--- config.mk ---
export PLATFORM = sky130hd
export DESIGN_NAME = string_uart_tx_flat
export DESIGN_NICKNAME = d
export VERILOG_FILES = /design/src/rtl/string_uart_pkg.sv /design/src/rtl/string_uart_tx_if.sv /design/src/rtl/uart_bit_timer.sv /design/src/rtl/string_uart_tx.sv /design/src/flat_wrapper.sv
export SDC_FILE = /design/constraint.sdc
export NUM_CORES = 1
export LEC_CHECK = 0
export BUFFER_PORTS_ARGS = -buffer_cell sky130_fd_sc_hd__buf_4
export CAP_MARGIN = 5
export CORE_AREA = 4 4 63 94
export DETAILED_ROUTE_END_ITERATION = 16
export DIE_AREA = 0 0 67 98
export SETUP_SLACK_MARGIN = 0.15
export SKIP_LAST_GASP = 1
export SLEW_MARGIN = 10
export SYNTH_ARGS = -nofsm -noshare
export SYNTH_HDL_FRONTEND = slang
export SYNTH_HIERARCHICAL = 1
export SYNTH_SLANG_ARGS = --single-unit
--- constraint.sdc ---
create_clock -name clk -period 3.5 [get_ports clk]
set_input_delay 0.525 -clock clk [delete_from_list [all_inputs] [get_ports clk]]
set_output_delay 0.525 -clock clk [all_outputs]
set_load 0.005 [all_outputs]
--- src/rtl/string_uart_pkg.sv ---
// Shared types and defaults for the string-to-UART transmitter.
package string_uart_pkg;

    localparam int DEF_CLKS_PER_BIT  = 868;
    localparam int DEF_SETTLE_CYCLES = 2;

    typedef logic [7:0] char_t;

    localparam char_t NUL_CHAR = 8'h00;

    typedef enum logic [2:0] {
        IDLE,
        SETTLE,
        LOAD,
        START_BIT,
        DATA_BITS,
        STOP_BIT,
        ADVANCE
    } tx_state_e;

endpackage

--- src/rtl/string_uart_tx_if.sv ---
// Upstream character handshake plus serial outputs of the transmitter.
interface string_uart_tx_if;
    import string_uart_pkg::*;

    logic  start;
    char_t char_in;
    logic  char_done;
    logic  print_nxt;
    logic  tx;
    logic  busy;

    modport master (output start, char_in, char_done, input print_nxt, tx, busy);
    modport slave  (input start, char_in, char_done, output print_nxt, tx, busy);

endinterface

--- src/rtl/uart_bit_timer.sv ---
// Bit-period counter; bit_end marks the last clk of each serial bit.
module uart_bit_timer #(
    parameter int CLKS_PER_BIT = 868
) (
    input  logic clk,
    input  logic rst_n,
    input  logic restart,
    output logic bit_end
);

    localparam int CW = (CLKS_PER_BIT > 1) ? $clog2(CLKS_PER_BIT) : 1;
    localparam logic [CW-1:0] LAST = CW'(CLKS_PER_BIT - 1);

    logic [CW-1:0] cnt_q, cnt_d;

    always_comb begin
        cnt_d = cnt_q + CW'(1);
        if (restart || cnt_q == LAST) cnt_d = '0;
    end

    always_ff @(posedge clk or negedge rst_n) begin
        if (!rst_n) cnt_q <= '0;
        else        cnt_q <= cnt_d;
    end

    assign bit_end = !restart && (cnt_q == LAST);

endmodule

--- src/rtl/string_uart_tx.sv ---
// Streams an upstream-formatted string out as 8N1 UART frames, skipping NULs
// and requesting each next character with a one-cycle print_nxt pulse.
module string_uart_tx
    import string_uart_pkg::*;
#(
    parameter int CLKS_PER_BIT  = DEF_CLKS_PER_BIT,
    parameter int SETTLE_CYCLES = DEF_SETTLE_CYCLES
) (
    input  logic              clk,
    input  logic              rst_n,
    string_uart_tx_if.slave   bus
);

    localparam logic [3:0] SETTLE_LAST = 4'(SETTLE_CYCLES);

    tx_state_e  state_q;
    char_t      shreg_q;
    logic [2:0] idx_q;
    logic [3:0] settle_q;
    logic       hold_q;
    logic       tx_q;
    logic       busy_q;
    logic       pnxt_q;

    logic in_frame, bit_end;

    // Timer is held at zero outside a frame so START_BIT always begins on a fresh bit.
    assign in_frame = (state_q == START_BIT) || (state_q == DATA_BITS) || (state_q == STOP_BIT);

    uart_bit_timer #(.CLKS_PER_BIT(CLKS_PER_BIT)) u_timer (
        .clk     (clk),
        .rst_n   (rst_n),
        .restart (!in_frame),
        .bit_end (bit_end)
    );

    always_ff @(posedge clk or negedge rst_n) begin
        if (!rst_n) begin
            state_q  <= IDLE;
            shreg_q  <= '0;
            idx_q    <= '0;
            settle_q <= '0;
            hold_q   <= 1'b0;
            tx_q     <= 1'b1;
            busy_q   <= 1'b0;
            pnxt_q   <= 1'b0;
        end else begin
            pnxt_q <= 1'b0;
            case (state_q)
                IDLE: begin
                    // A held-high start must drop before another session may begin.
                    if (!bus.start) hold_q <= 1'b0;
                    else if (!hold_q) begin
                        state_q  <= SETTLE;
                        busy_q   <= 1'b1;
                        settle_q <= '0;
                    end
                end
                SETTLE: begin
                    if (settle_q == SETTLE_LAST) state_q <= LOAD;
                    else settle_q <= settle_q + 4'd1;
                end
                LOAD: begin
                    if (bus.char_done) begin
                        state_q <= IDLE;
                        busy_q  <= 1'b0;
                        hold_q  <= 1'b1;
                    end else if (bus.char_in == NUL_CHAR) begin
                        state_q <= ADVANCE;
                        pnxt_q  <= 1'b1;
                    end else begin
                        shreg_q <= bus.char_in;
                        tx_q    <= 1'b0;
                        state_q <= START_BIT;
                    end
                end
                START_BIT: begin
                    if (bit_end) begin
                        tx_q    <= shreg_q[0];
                        shreg_q <= shreg_q >> 1;
                        idx_q   <= '0;
                        state_q <= DATA_BITS;
                    end
                end
                DATA_BITS: begin
                    if (bit_end) begin
                        idx_q <= idx_q + 3'd1;
                        if (idx_q == 3'd7) begin
                            tx_q    <= 1'b1;
                            state_q <= STOP_BIT;
                        end else begin
                            tx_q    <= shreg_q[0];
                            shreg_q <= shreg_q >> 1;
                        end
                    end
                end
                STOP_BIT: begin
                    if (bit_end) begin
                        state_q <= ADVANCE;
                        pnxt_q  <= 1'b1;
                    end
                end
                ADVANCE: begin
                    state_q  <= SETTLE;
                    settle_q <= '0;
                end
                default: state_q <= IDLE;
            endcase
        end
    end

    assign bus.tx        = tx_q;
    assign bus.busy      = busy_q;
    assign bus.print_nxt = pnxt_q;

endmodule

--- src/flat_wrapper.sv ---
// flat-port wrapper written by rule: the top's interface ports become plain ports
module string_uart_tx_flat import string_uart_pkg::*;
#(
    parameter int CLKS_PER_BIT  = DEF_CLKS_PER_BIT,
    parameter int SETTLE_CYCLES = DEF_SETTLE_CYCLES
)
  (clk, rst_n, bus_start, bus_char_in, bus_char_done, bus_print_nxt, bus_tx, bus_busy);
  string_uart_tx_if bus_i ();
  input  logic clk;
  input  logic rst_n;
  input wire logic [$bits(bus_i.start)-1:0] bus_start;
  input wire logic [$bits(bus_i.char_in)-1:0] bus_char_in;
  input wire logic [$bits(bus_i.char_done)-1:0] bus_char_done;
  output wire logic [$bits(bus_i.print_nxt)-1:0] bus_print_nxt;
  output wire logic [$bits(bus_i.tx)-1:0] bus_tx;
  output wire logic [$bits(bus_i.busy)-1:0] bus_busy;
  assign bus_i.start = bus_start;
  assign bus_i.char_in = bus_char_in;
  assign bus_i.char_done = bus_char_done;
  assign bus_print_nxt = bus_i.print_nxt;
  assign bus_tx = bus_i.tx;
  assign bus_busy = bus_i.busy;
  string_uart_tx #(.CLKS_PER_BIT(CLKS_PER_BIT), .SETTLE_CYCLES(SETTLE_CYCLES)) u_core (.clk(clk), .rst_n(rst_n), .bus(bus_i));
endmodule
==> results of run 1 <==
==> routing by layer <==
metal	part of all wire [%]	vias up
met3	3.4	10
met1	41	808
met5	0	-
li1	-	810
met2	53	31
met4	3.1	0
==> cells in the final DEF (no fill, tap or decap), types with 2 or more instances in the layout <==
master	synthesis	routed
a21oi_1	12	12
and2_1	3	3
buf_4	1	18
clkbuf_1	8	2
clkbuf_8	0	6
dfrtp_1	31	31
ha_1	5	5
inv_1	11	11
mux2i_1	7	7
nand2_1	14	14
nand2b_1	5	5
nand3_1	4	4
nand3b_1	4	4
nand4_1	3	3
nand4bb_1	2	2
nor2_1	22	22
nor2b_1	2	2
nor3b_1	8	8
o21ai_0	22	22
o221ai_1	7	7
o22ai_1	3	3
o31ai_1	2	2
or3_1	4	4
or4_1	2	2
xnor2_1	2	2
xor2_1	2	2
==> stage by stage <==
step | total power [mW] | setup slack, ns | instances | util (%)
floorplan | 0.9412 | 1.042 | 214 | -
global placement | 1.054 | 0.9120 | 289 | 42.40
detailed placement | 1.061 | 0.8579 | 289 | 42.40
CTS | 1.365 | 0.8330 | 297 | 44.17
global route | 1.454 | 0.6379 | 297 | 44.17
finish | 1.348 | 0.8521 | 297 | 44.17
==> worst max path at each step <==
stage / startpoint / end / slack [ns]
after floorplan: u_core/state_q[0]$_DFFE_PN0P_ / u_core/shreg_q[7]$_DFFE_PN0P_ / 1.04
after global placement: u_core/state_q[2]$_DFFE_PN0P_ / u_core/shreg_q[7]$_DFFE_PN0P_ / 0.91
after detailed placement: u_core/state_q[2]$_DFFE_PN0P_ / u_core/shreg_q[7]$_DFFE_PN0P_ / 0.86
after CTS: u_core/state_q[2]$_DFFE_PN0P_ / u_core/shreg_q[7]$_DFFE_PN0P_ / 0.83
after global routing: u_core/state_q[2]$_DFFE_PN0P_ / u_core/shreg_q[7]$_DFFE_PN0P_ / 0.64
final: u_core/state_q[2]$_DFFE_PN0P_ / u_core/shreg_q[7]$_DFFE_PN0P_ / 0.85
==> logic make-up (layout without fill, tap and decap cells) <==
group,count (synthesis),after routing,synth area share [%]
muxes,9,9,4.843
adders and majority gates,5,5,3.145
and+or+nand+nor,83,83,24.84
AOI/OAI and AO/OA,59,59,20.32
buffers and inverters,22,37,4.780
xor gates and xnor gates,4,4,1.761
DFF,32,32,40.31
==> registers in the layout, indices dropped and copies added (netlist names) <==
signal                count
u_core/bus.tx             1
u_core/hold_q             1
u_core/bus.busy           1
u_core/settle_q           4
u_core/bus.print_nxt      1
u_core/u_timer/cnt_q     10
u_core/shreg_q            8
u_core/state_q            3
u_core/idx_q              3
==> final cells by class <==
type                    count  share of cell area (%)
clock buffers               8                   4.011
repair buffers             18                   6.017
multi-input cells         160                   48.64
well taps                  68                   3.788
inverters                  11                   1.838
flip-flops and latches     32                   35.71
==> power by group through the flow <==
stage                     combinational [mW]  clock, mW  sequential, mW
final                                  0.504      0.296           0.548
after global routing                   0.574      0.323           0.557
after CTS                              0.510      0.309           0.546
after detailed placement               0.507          0           0.554
after global placement                 0.502          0           0.553
after floorplan                        0.406          0           0.535
==> summary.txt, run 1 <==
Timing
  • Fin. Hold Viols: 0
  • Slew headroom: 58.79%
  • Final setup skew: 0.01044 ns
  • RSZ-0062 raised after global routing: no
  • Post-layout min period: 2.648 ns
  • Worst-Margin Slew: 0.6181 ns
  • TNS Setup: 0 ns
  • Setup violators final: 0
  • Max Freq: 377.7 MHz
  • Worst hold margin: 0.1623 ns
  • Final period utilization: 75.65%
  • Slew Viols, Final: 0

Detailed routing
  • Vias per Instance: 5.586
  • Initial DRC Count: 66
  • Drt pass-1 iters: 4
  • DR DRC count: 0
  • Wire per inst: 13.97 um
  • Total Wirelength: 4.149 mm
  • Final ANT Viol Nets: 0
  • Via count: 1659

Floorplan
  • DIE WIDTH: 67 um
  • IO Count: 15
  • Initial Utilization: 39.12%
  • Die Ht: 98 um
  • Die Area: 6566 um2
  • Core Region: 5085 um2
  • Rows: 32

Clock tree
  • H-tree Lvls: 2
  • Inserted Clock Buffers: 5
  • CTS tree: done
  • Sink Count: 32
  • Cts hold-fix bufs: 0
  • Clock buffer depth: 2
  • Post-CTS Setup Bufs: 0
  • Root buf cell: clkbuf_8
  • Clock Latency Late Sink: 0.29 ns
  • CTS resizes: 0
  • Clk slew on worst S/H paths: 0.07 ns

Layout
  • Final std cell area, no fill: 2246 um2
  • Register Area: 802.0 um2
  • Ant. Diodes: 0
  • Area delta synth->final: 12.89%
  • # fillers: 514
  • Nets: 245
  • Ratio of cells with drive above 1 in the final layout: 15.28%
  • Area of the multi-input gates: 1092 um2

Yosys
  • Syn avg cell area: 9.296 um2
  • Top_reg_cell synth: dfrtp_1
  • Synth top cells by count: dfrtp_1 (31), nor2_1 (22), o21ai_0 (22), nand2_1 (14), a21oi_1 (12)
  • Yosys warning total: 6
  • Cells after Synth: 214
  • Syn Nets: 231
  • Yosys top cell area share: 38.99%
  • Async S/R FF share, synth: 100.0%
  • Area contributors post-synth: dfrtp_1 (39%), o21ai_0 (5.5%), nor2_1 (4.2%), mux2i_1 (3.5%), ha_1 (3.1%)
  • Most frequent cell after synthesis: dfrtp_1
  • Cell area after synthesis: 1989 um2
  • Synth Register Bits: 32
  • Yosys top cell by area: dfrtp_1
  • Yosys cell types: 53
  • Number of synthesized flops with an enable pin: 0
  • Register area share after synthesis: 40.31%

Placement
  • IO Port Bufs: 14
  • Placed inst area: 2156 um2
  • Routability cong.: 0.7791
  • Final HPWL DP: 2.956 mm

Global route
  • First-pass GRT wire length: 7.182 mm
  • Initial antenna violation count: 0
  • Met3 GRT Util: 3.567%
  • Grt met2 use: 23.41%
  • Met1 GRT Util: 16.33%
  • Largest net degree at the start of global routing: 33
  • Vias in the first global route: 1597
  • Tot GR Track Use: 14.07%
  • Gr ovfl total: 0
  • Busiest grt layer: met2

Setup path
  • Reg-to-Reg Start: u_core/state_q[2]$_DFFE_PN0P_
  • Worst Path Max Fanout: 11
  • Worst r2r path cells: 9
  • Slowest stage cell, crit path: a221oi_4
  • Arr. time, crit path: 2.83 ns
  • Top delay family on crit path: simple AND/OR/NAND/NOR gates
  • Worst path required time: 3.68 ns
  • Critical Path Max Stage Delay: 0.52 ns
  • Worst Path Buf+Inv: 2
  • Stages on worst setup path: 9
  • WS Path Type: flip-flop to flip-flop
  • Startpoint Class: flip-flop
  • Critical R2R Capture: u_core/shreg_q[7]$_DFFE_PN0P_
  • Critical-path cell list: nand3b_1, nand2_1, inv_1, nor2_1, buf_4, nand2b_1, a32oi_2, a221oi_4, mux2_4
  • R2R Setup Slk: 0.85 ns
  • Setup crit end kind: flip-flop

Power and ir drop
  • Power Density: 600.0 nW/um2
  • Part of the power in combinational logic: 37.4%
  • Leakage power figure: 0.9188 nW
  • Sw Ratio: 36.62%
  • Max VDD drop: 0.2579 mV
  • Sequential power share: 40.7%
  • Internal power: 0.8541 mW
  • Clk network pwr share: 21.9%
  • Psw: 0.4934 mW

Worst hold path
  • Hold Path Class: primary input to async pin

Flow run
  • Max-Cap Viols: 0

Run status
  • Status: finished, final reports clean
Power figures use the tool's default switching activity.
==> run 2: changes to the inputs <==
==> constraint.sdc (replaced) <==
create_clock -name clk -period 2.3 [get_ports clk]
set_input_delay 0.345 -clock clk [delete_from_list [all_inputs] [get_ports clk]]
set_output_delay 0.345 -clock clk [all_outputs]
set_load 0.005 [all_outputs]
==> summary.txt, run 2 (synthesis gave the netlist of run 1 again) <==
Clock tree
  • Root buf cell: clkbuf_8
  • Sink Count: 32
  • Clock buffer depth: 2
  • Clk slew on worst S/H paths: 0.06 ns
  • CTS tree: done
  • Clock Latency Late Sink: 0.28 ns
  • Inserted Clock Buffers: 5
  • H-tree Lvls: 2
  • Cts hold-fix bufs: 0

Timing
  • Final setup skew: 0.006841 ns
  • Max Freq: 493.0 MHz
  • Worst hold margin: -0.007615 ns
  • Slew Viols, Final: 0
  • Final period utilization: 88.18%
  • TNS Setup: 0 ns
  • Setup violators final: 0
  • Slew headroom: 72.07%
  • Post-layout min period: 2.028 ns
  • Worst-Margin Slew: 0.4190 ns
  • Fin. Hold Viols: 15
  • RSZ-0062 raised after global routing: no

Detailed routing
  • Final ANT Viol Nets: 0
  • Vias per Instance: 5.516
  • Initial DRC Count: 93
  • DR DRC count: 0
  • Total Wirelength: 4.349 mm
  • Via count: 1677
  • Wire per inst: 14.31 um
  • Drt pass-1 iters: 4

Global route
  • Initial antenna violation count: 0
  • Largest net degree at the start of global routing: 33
  • Gr ovfl total: 0
  • Tot GR Track Use: 14.12%
  • First-pass GRT wire length: 7.286 mm
  • Vias in the first global route: 1590

Setup path
  • Crit path to: u_core/shreg_q[2]$_DFFE_PN0P_
  • Worst r2r path cells: 8
  • Arr. time, crit path: 2.23 ns
  • Critical R2R Capture: u_core/shreg_q[2]$_DFFE_PN0P_
  • Reg-to-Reg Start: u_core/u_timer/cnt_q[7]$_DFF_PN0_
  • Worst path required time: 2.50 ns
  • Startpoint Class: flip-flop
  • R2R Setup Slk: 0.27 ns
  • Setup crit end kind: flip-flop
  • Critical path origin: u_core/u_timer/cnt_q[7]$_DFF_PN0_
  • Worst Path Max Fanout: 7
  • WS Path Type: flip-flop to flip-flop

Worst hold path
  • Hold Path Class: primary input to async pin

Floorplan
  • Core Region: 5085 um2
  • Initial Utilization: 39.12%
  • Die Area: 6566 um2
  • IO Count: 15
  • Rows: 32
  • DIE WIDTH: 67 um
  • Die Ht: 98 um

Power and ir drop
  • Design Power: 2.246 mW
  • Max VDD drop: 0.3866 mV
  • Leakage power figure: 0.9784 nW
  • Power Density: 948.1 nW/um2

Layout
  • # fillers: 505
  • Area delta synth->final: 19.06%
  • Area of the multi-input gates: 1119 um2
  • Final std cell area, no fill: 2369 um2
  • Nets: 252
  • Most common cell after layout, fill and taps aside: dfrtp_1
  • Biggest regs: u_core/u_timer/cnt_q x10, u_core/shreg_q x8, u_core/settle_q x4
  • Commonest non-fill, non-tap cells in the layout: dfrtp_1 (28), buf_4 (24), o21ai_0 (22), nor2_1 (21), nand2_1 (13)
  • Register Area: 805.8 um2
  • Ratio of cells with drive above 1 in the final layout: 21.61%
  • Ant. Diodes: 0
  • Post-route insts no fill: 304
  • Largest Register: u_core/u_timer/cnt_q
  • Max reg flops: 10

Placement
  • Routability cong.: 0.8072
  • Final HPWL DP: 3.166 mm
  • Placed inst area: 2200 um2
  • IO Port Bufs: 14
  • Dpl cells: 293

Run status
  • Status: finished with violations
  • Failing checks: hold timing

Flow run
  • Max-Cap Viols: 0
-- run 2: cell types whose count changed in the layout (fill, tap and decap cells not counted), moves of 2 or more --
cell / previous run / this run
clkbuf_1: 2 / 0
buf_4: 18 / 24
dfrtp_2: 0 / 3
dfrtp_1: 31 / 28
-- run 2: critical path, stage by stage, from the launching register on --
cell	delay, ns
dfrtp_2	0.44
nor4_4	0.31
nand4_1	0.14
nor2_2	0.16
nand2b_4	0.14
a32oi_2	0.13
a221oi_4	0.24
buf_6	0.19
mux2i_1	0.19
-- run 2: worst min path at each step --
stage | startpoint | endpoint | slack (ns) | cells past startpoint
after floorplan | rst_n | u_core/bus.busy$_DFFE_PN0P_ | 0.05 | 0
after global placement | rst_n | u_core/shreg_q[1]$_DFFE_PN0P_ | 0.31 | 1
after detailed placement | rst_n | u_core/shreg_q[1]$_DFFE_PN0P_ | 0.31 | 1
after CTS | rst_n | u_core/shreg_q[4]$_DFFE_PN0P_ | 0.005 | 1
after global routing | rst_n | u_core/u_timer/cnt_q[8]$_DFF_PN0_ | 0.009 | 1
final | rst_n | u_core/shreg_q[1]$_DFFE_PN0P_ | -0.008 | 1
-- run 2: metrics by stage --
stage          utilization (%)  setup WS [ns]
3_5_place_dp             43.26         0.1813
3_3_place_gp             43.26         0.2529
5_1_grt                  46.58         0.1611
4_1_cts                  45.74         0.1610
6_report                 46.58         0.2718
2_1_floorplan                -         0.1549
-- run 2: layout make-up --
type | count | area share [%]
clock buffers | 7 | 4.068
flip-flops and latches | 32 | 34.02
multi-input cells | 160 | 47.23
well taps | 68 | 3.592
repair buffers | 25 | 8.082
clock inverters | 1 | 1.268
inverters | 11 | 1.743
-- run 2: where the power goes --
part	switching (mW)	internal (mW)
logic	0.453	0.380
clock network	0.206	0.382
registers	0.114	0.711
total	0.773	1.47
-- run 2: routing by layer --
metal | global-route usage (%) | wire, um | up-vias
met5 | 0 | 0 | -
met4 | 4.844 | 59 | 0
met3 | 3.337 | 113 | 7
met2 | 24.09 | 2337 | 21
met1 | 16.90 | 1839 | 823
li1 | - | - | 826
-- run 2: timing repair --
| item | 4_1_cts | 5_1_grt |
|---|---|---|
| resized for setup | 0 | 5 |
| setup buffers | 0 | 3 |
| setup endpoints to repair | 0 | 7 |
==> run 3: changes to the inputs <==
--- a/config.mk
+++ b/config.mk
@@ -5,12 +5,13 @@
 export SDC_FILE = /design/constraint.sdc
 export NUM_CORES = 1
 export LEC_CHECK = 0
+export ABC_CLOCK_PERIOD_IN_PS = 2300
 export BUFFER_PORTS_ARGS = -buffer_cell sky130_fd_sc_hd__buf_4
 export CAP_MARGIN = 5
 export CORE_AREA = 4 4 63 94
 export DETAILED_ROUTE_END_ITERATION = 16
 export DIE_AREA = 0 0 67 98
-export SETUP_SLACK_MARGIN = 0.15
+export SETUP_SLACK_MARGIN = 0.5
 export SKIP_LAST_GASP = 1
 export SLEW_MARGIN = 10
 export SYNTH_ARGS = -nofsm -noshare
==> summary.txt, run 3 (synthesis gave the netlist of run 1 again) <==
Run status
  • Status: finished with violations
  • Failing checks: hold timing

Setup path
  • R2R Setup Slk: 0.32 ns
  • Startpoint Class: flip-flop
  • WS Path Type: flip-flop to flip-flop
  • Critical Path Max Stage Delay: 0.42 ns
  • Worst Path Buf+Inv: 2
  • Slowest stage cell, crit path: dfrtp_1
  • Worst Path Max Fanout: 5
  • Worst r2r path cells: 9
  • Worst path required time: 2.50 ns
  • Stages on worst setup path: 9
  • Reg-to-Reg Start: u_core/state_q[2]$_DFFE_PN0P_
  • Setup crit end kind: flip-flop
  • Top delay family on crit path: simple AND/OR/NAND/NOR gates
  • Crit path to: u_core/shreg_q[3]$_DFFE_PN0P_
  • Critical-path cell list: nand3b_1, nand2_4, inv_2, nor2_2, nand2b_4, a32oi_4, a221oi_4, buf_6, mux2i_1
  • Critical path origin: u_core/state_q[2]$_DFFE_PN0P_
  • Arr. time, crit path: 2.18 ns
  • Critical R2R Capture: u_core/shreg_q[3]$_DFFE_PN0P_

Timing
  • RSZ-0062 raised after global routing: yes
  • Slew headroom: 72.78%
  • Setup violators final: 0
  • Slew Viols, Final: 0
  • Final period utilization: 86.19%
  • Fin. Hold Viols: 17
  • TNS Setup: 0 ns
  • Worst hold margin: -0.009322 ns
  • Max Freq: 504.5 MHz
  • Post-layout min period: 1.982 ns
  • Final worst setup slack: 0.3177 ns
  • Final setup skew: 0.004149 ns
  • Worst-Margin Slew: 0.4084 ns

Global route
  • Vias in the first global route: 1688
  • Initial antenna violation count: 0
  • Gr ovfl total: 0
  • Tot GR Track Use: 15.31%
  • First-pass GRT wire length: 7.872 mm
  • Largest net degree at the start of global routing: 33

Power and ir drop
  • Leakage power figure: 1.033 nW
  • Max VDD drop: 0.3862 mV
  • Power Density: 873.9 nW/um2

Detailed routing
  • Initial DRC Count: 96
  • Final ANT Viol Nets: 0
  • Wire per inst: 14.81 um
  • Vias per Instance: 5.470
  • Via count: 1723
  • Total Wirelength: 4.664 mm
  • DR DRC count: 0
  • Drt pass-1 iters: 4

Floorplan
  • Initial Utilization: 39.12%
  • Rows: 32
  • Die Area: 6566 um2
  • Die Ht: 98 um
  • Core Region: 5085 um2
  • IO Count: 15
  • DIE WIDTH: 67 um

Clock tree
  • Clock buffer depth: 2
  • CTS tree: done
  • Root buf cell: clkbuf_8
  • Sink Count: 32
  • Inserted Clock Buffers: 5
  • H-tree Lvls: 2
  • Clock Latency Late Sink: 0.28 ns
  • Clk slew on worst S/H paths: 0.06 ns
  • Cts hold-fix bufs: 0

Layout
  • Commonest non-fill, non-tap cells in the layout: buf_4 (31), dfrtp_1 (29), nor2_1 (21), o21ai_0 (21), nand2_1 (12)
  • Most common cell after layout, fill and taps aside: buf_4
  • Final std cell area, no fill: 2471 um2
  • Ratio of cells with drive above 1 in the final layout: 27.13%
  • Biggest regs: u_core/u_timer/cnt_q x10, u_core/shreg_q x8, u_core/settle_q x4
  • Ant. Diodes: 0
  • Finished Core Util: 48.60%
  • Nets: 263
  • Post-route insts no fill: 315
  • Max reg flops: 10
  • Largest Register: u_core/u_timer/cnt_q
  • Area delta synth->final: 24.21%

Placement
  • Placed inst area: 2203 um2
  • Routability cong.: 0.7922
  • Pre-CTS setup slack: 0.2435 ns
  • Dpl cells: 292
  • Final HPWL DP: 3.149 mm
  • IO Port Bufs: 14

Worst hold path
  • Hold Path Class: primary input to async pin

Flow run
  • Max-Cap Viols: 0
run 3: where the power goes:
group	total (mW)	switching, mW	internal, mW
registers	0.831	0.121	0.710
clock network	0.441	0.198	0.244
logic	0.887	0.477	0.410
run 3: timing repair:
item	CTS	global route
gates cloned	0	1
endpoints found under the hold margin	0	0
pin swaps	5	2
setup buffers	7	7
resized for setup	5	13
endpoints found under the setup margin	9	13
run 3: final cells by class:
| type | count | area (um2) |
|---|---|---|
| clock buffer | 8 | 90.09 |
| fill | 525 | 2614 |
| inverter | 11 | 41.29 |
| multi-input combinational | 160 | 1161 |
| sequential | 32 | 804.5 |
| tap | 68 | 85.08 |
| timing repair buffer | 36 | 289.0 |
run 3: metal layers:
layer	vias up	GRT usage (%)	part of all wire (%)
met5	-	0	0
met4	0	5.625	2.0
met3	9	3.337	3.1
met2	23	26.06	55
met1	845	18.40	40
li1	846	-	-
run 3: stage by stage:
stage	hold WS, ns	power (mW)
final	-0.009322	2.159
after global routing	0.02103	2.327
after CTS	0.003915	2.161
after detailed placement	0.3085	1.655
after global placement	0.3151	1.642
after floorplan	0.04941	1.474
run 3: worst min path at each step:
stage | to | cells after the start
final | u_core/shreg_q[1]$_DFFE_PN0P_ | 1
after global routing | u_core/shreg_q[1]$_DFFE_PN0P_ | 1
after CTS | u_core/state_q[1]$_DFFE_PN0P_ | 1
after detailed placement | u_core/shreg_q[1]$_DFFE_PN0P_ | 1
after global placement | u_core/shreg_q[1]$_DFFE_PN0P_ | 1
after floorplan | u_core/bus.busy$_DFFE_PN0P_ | 0
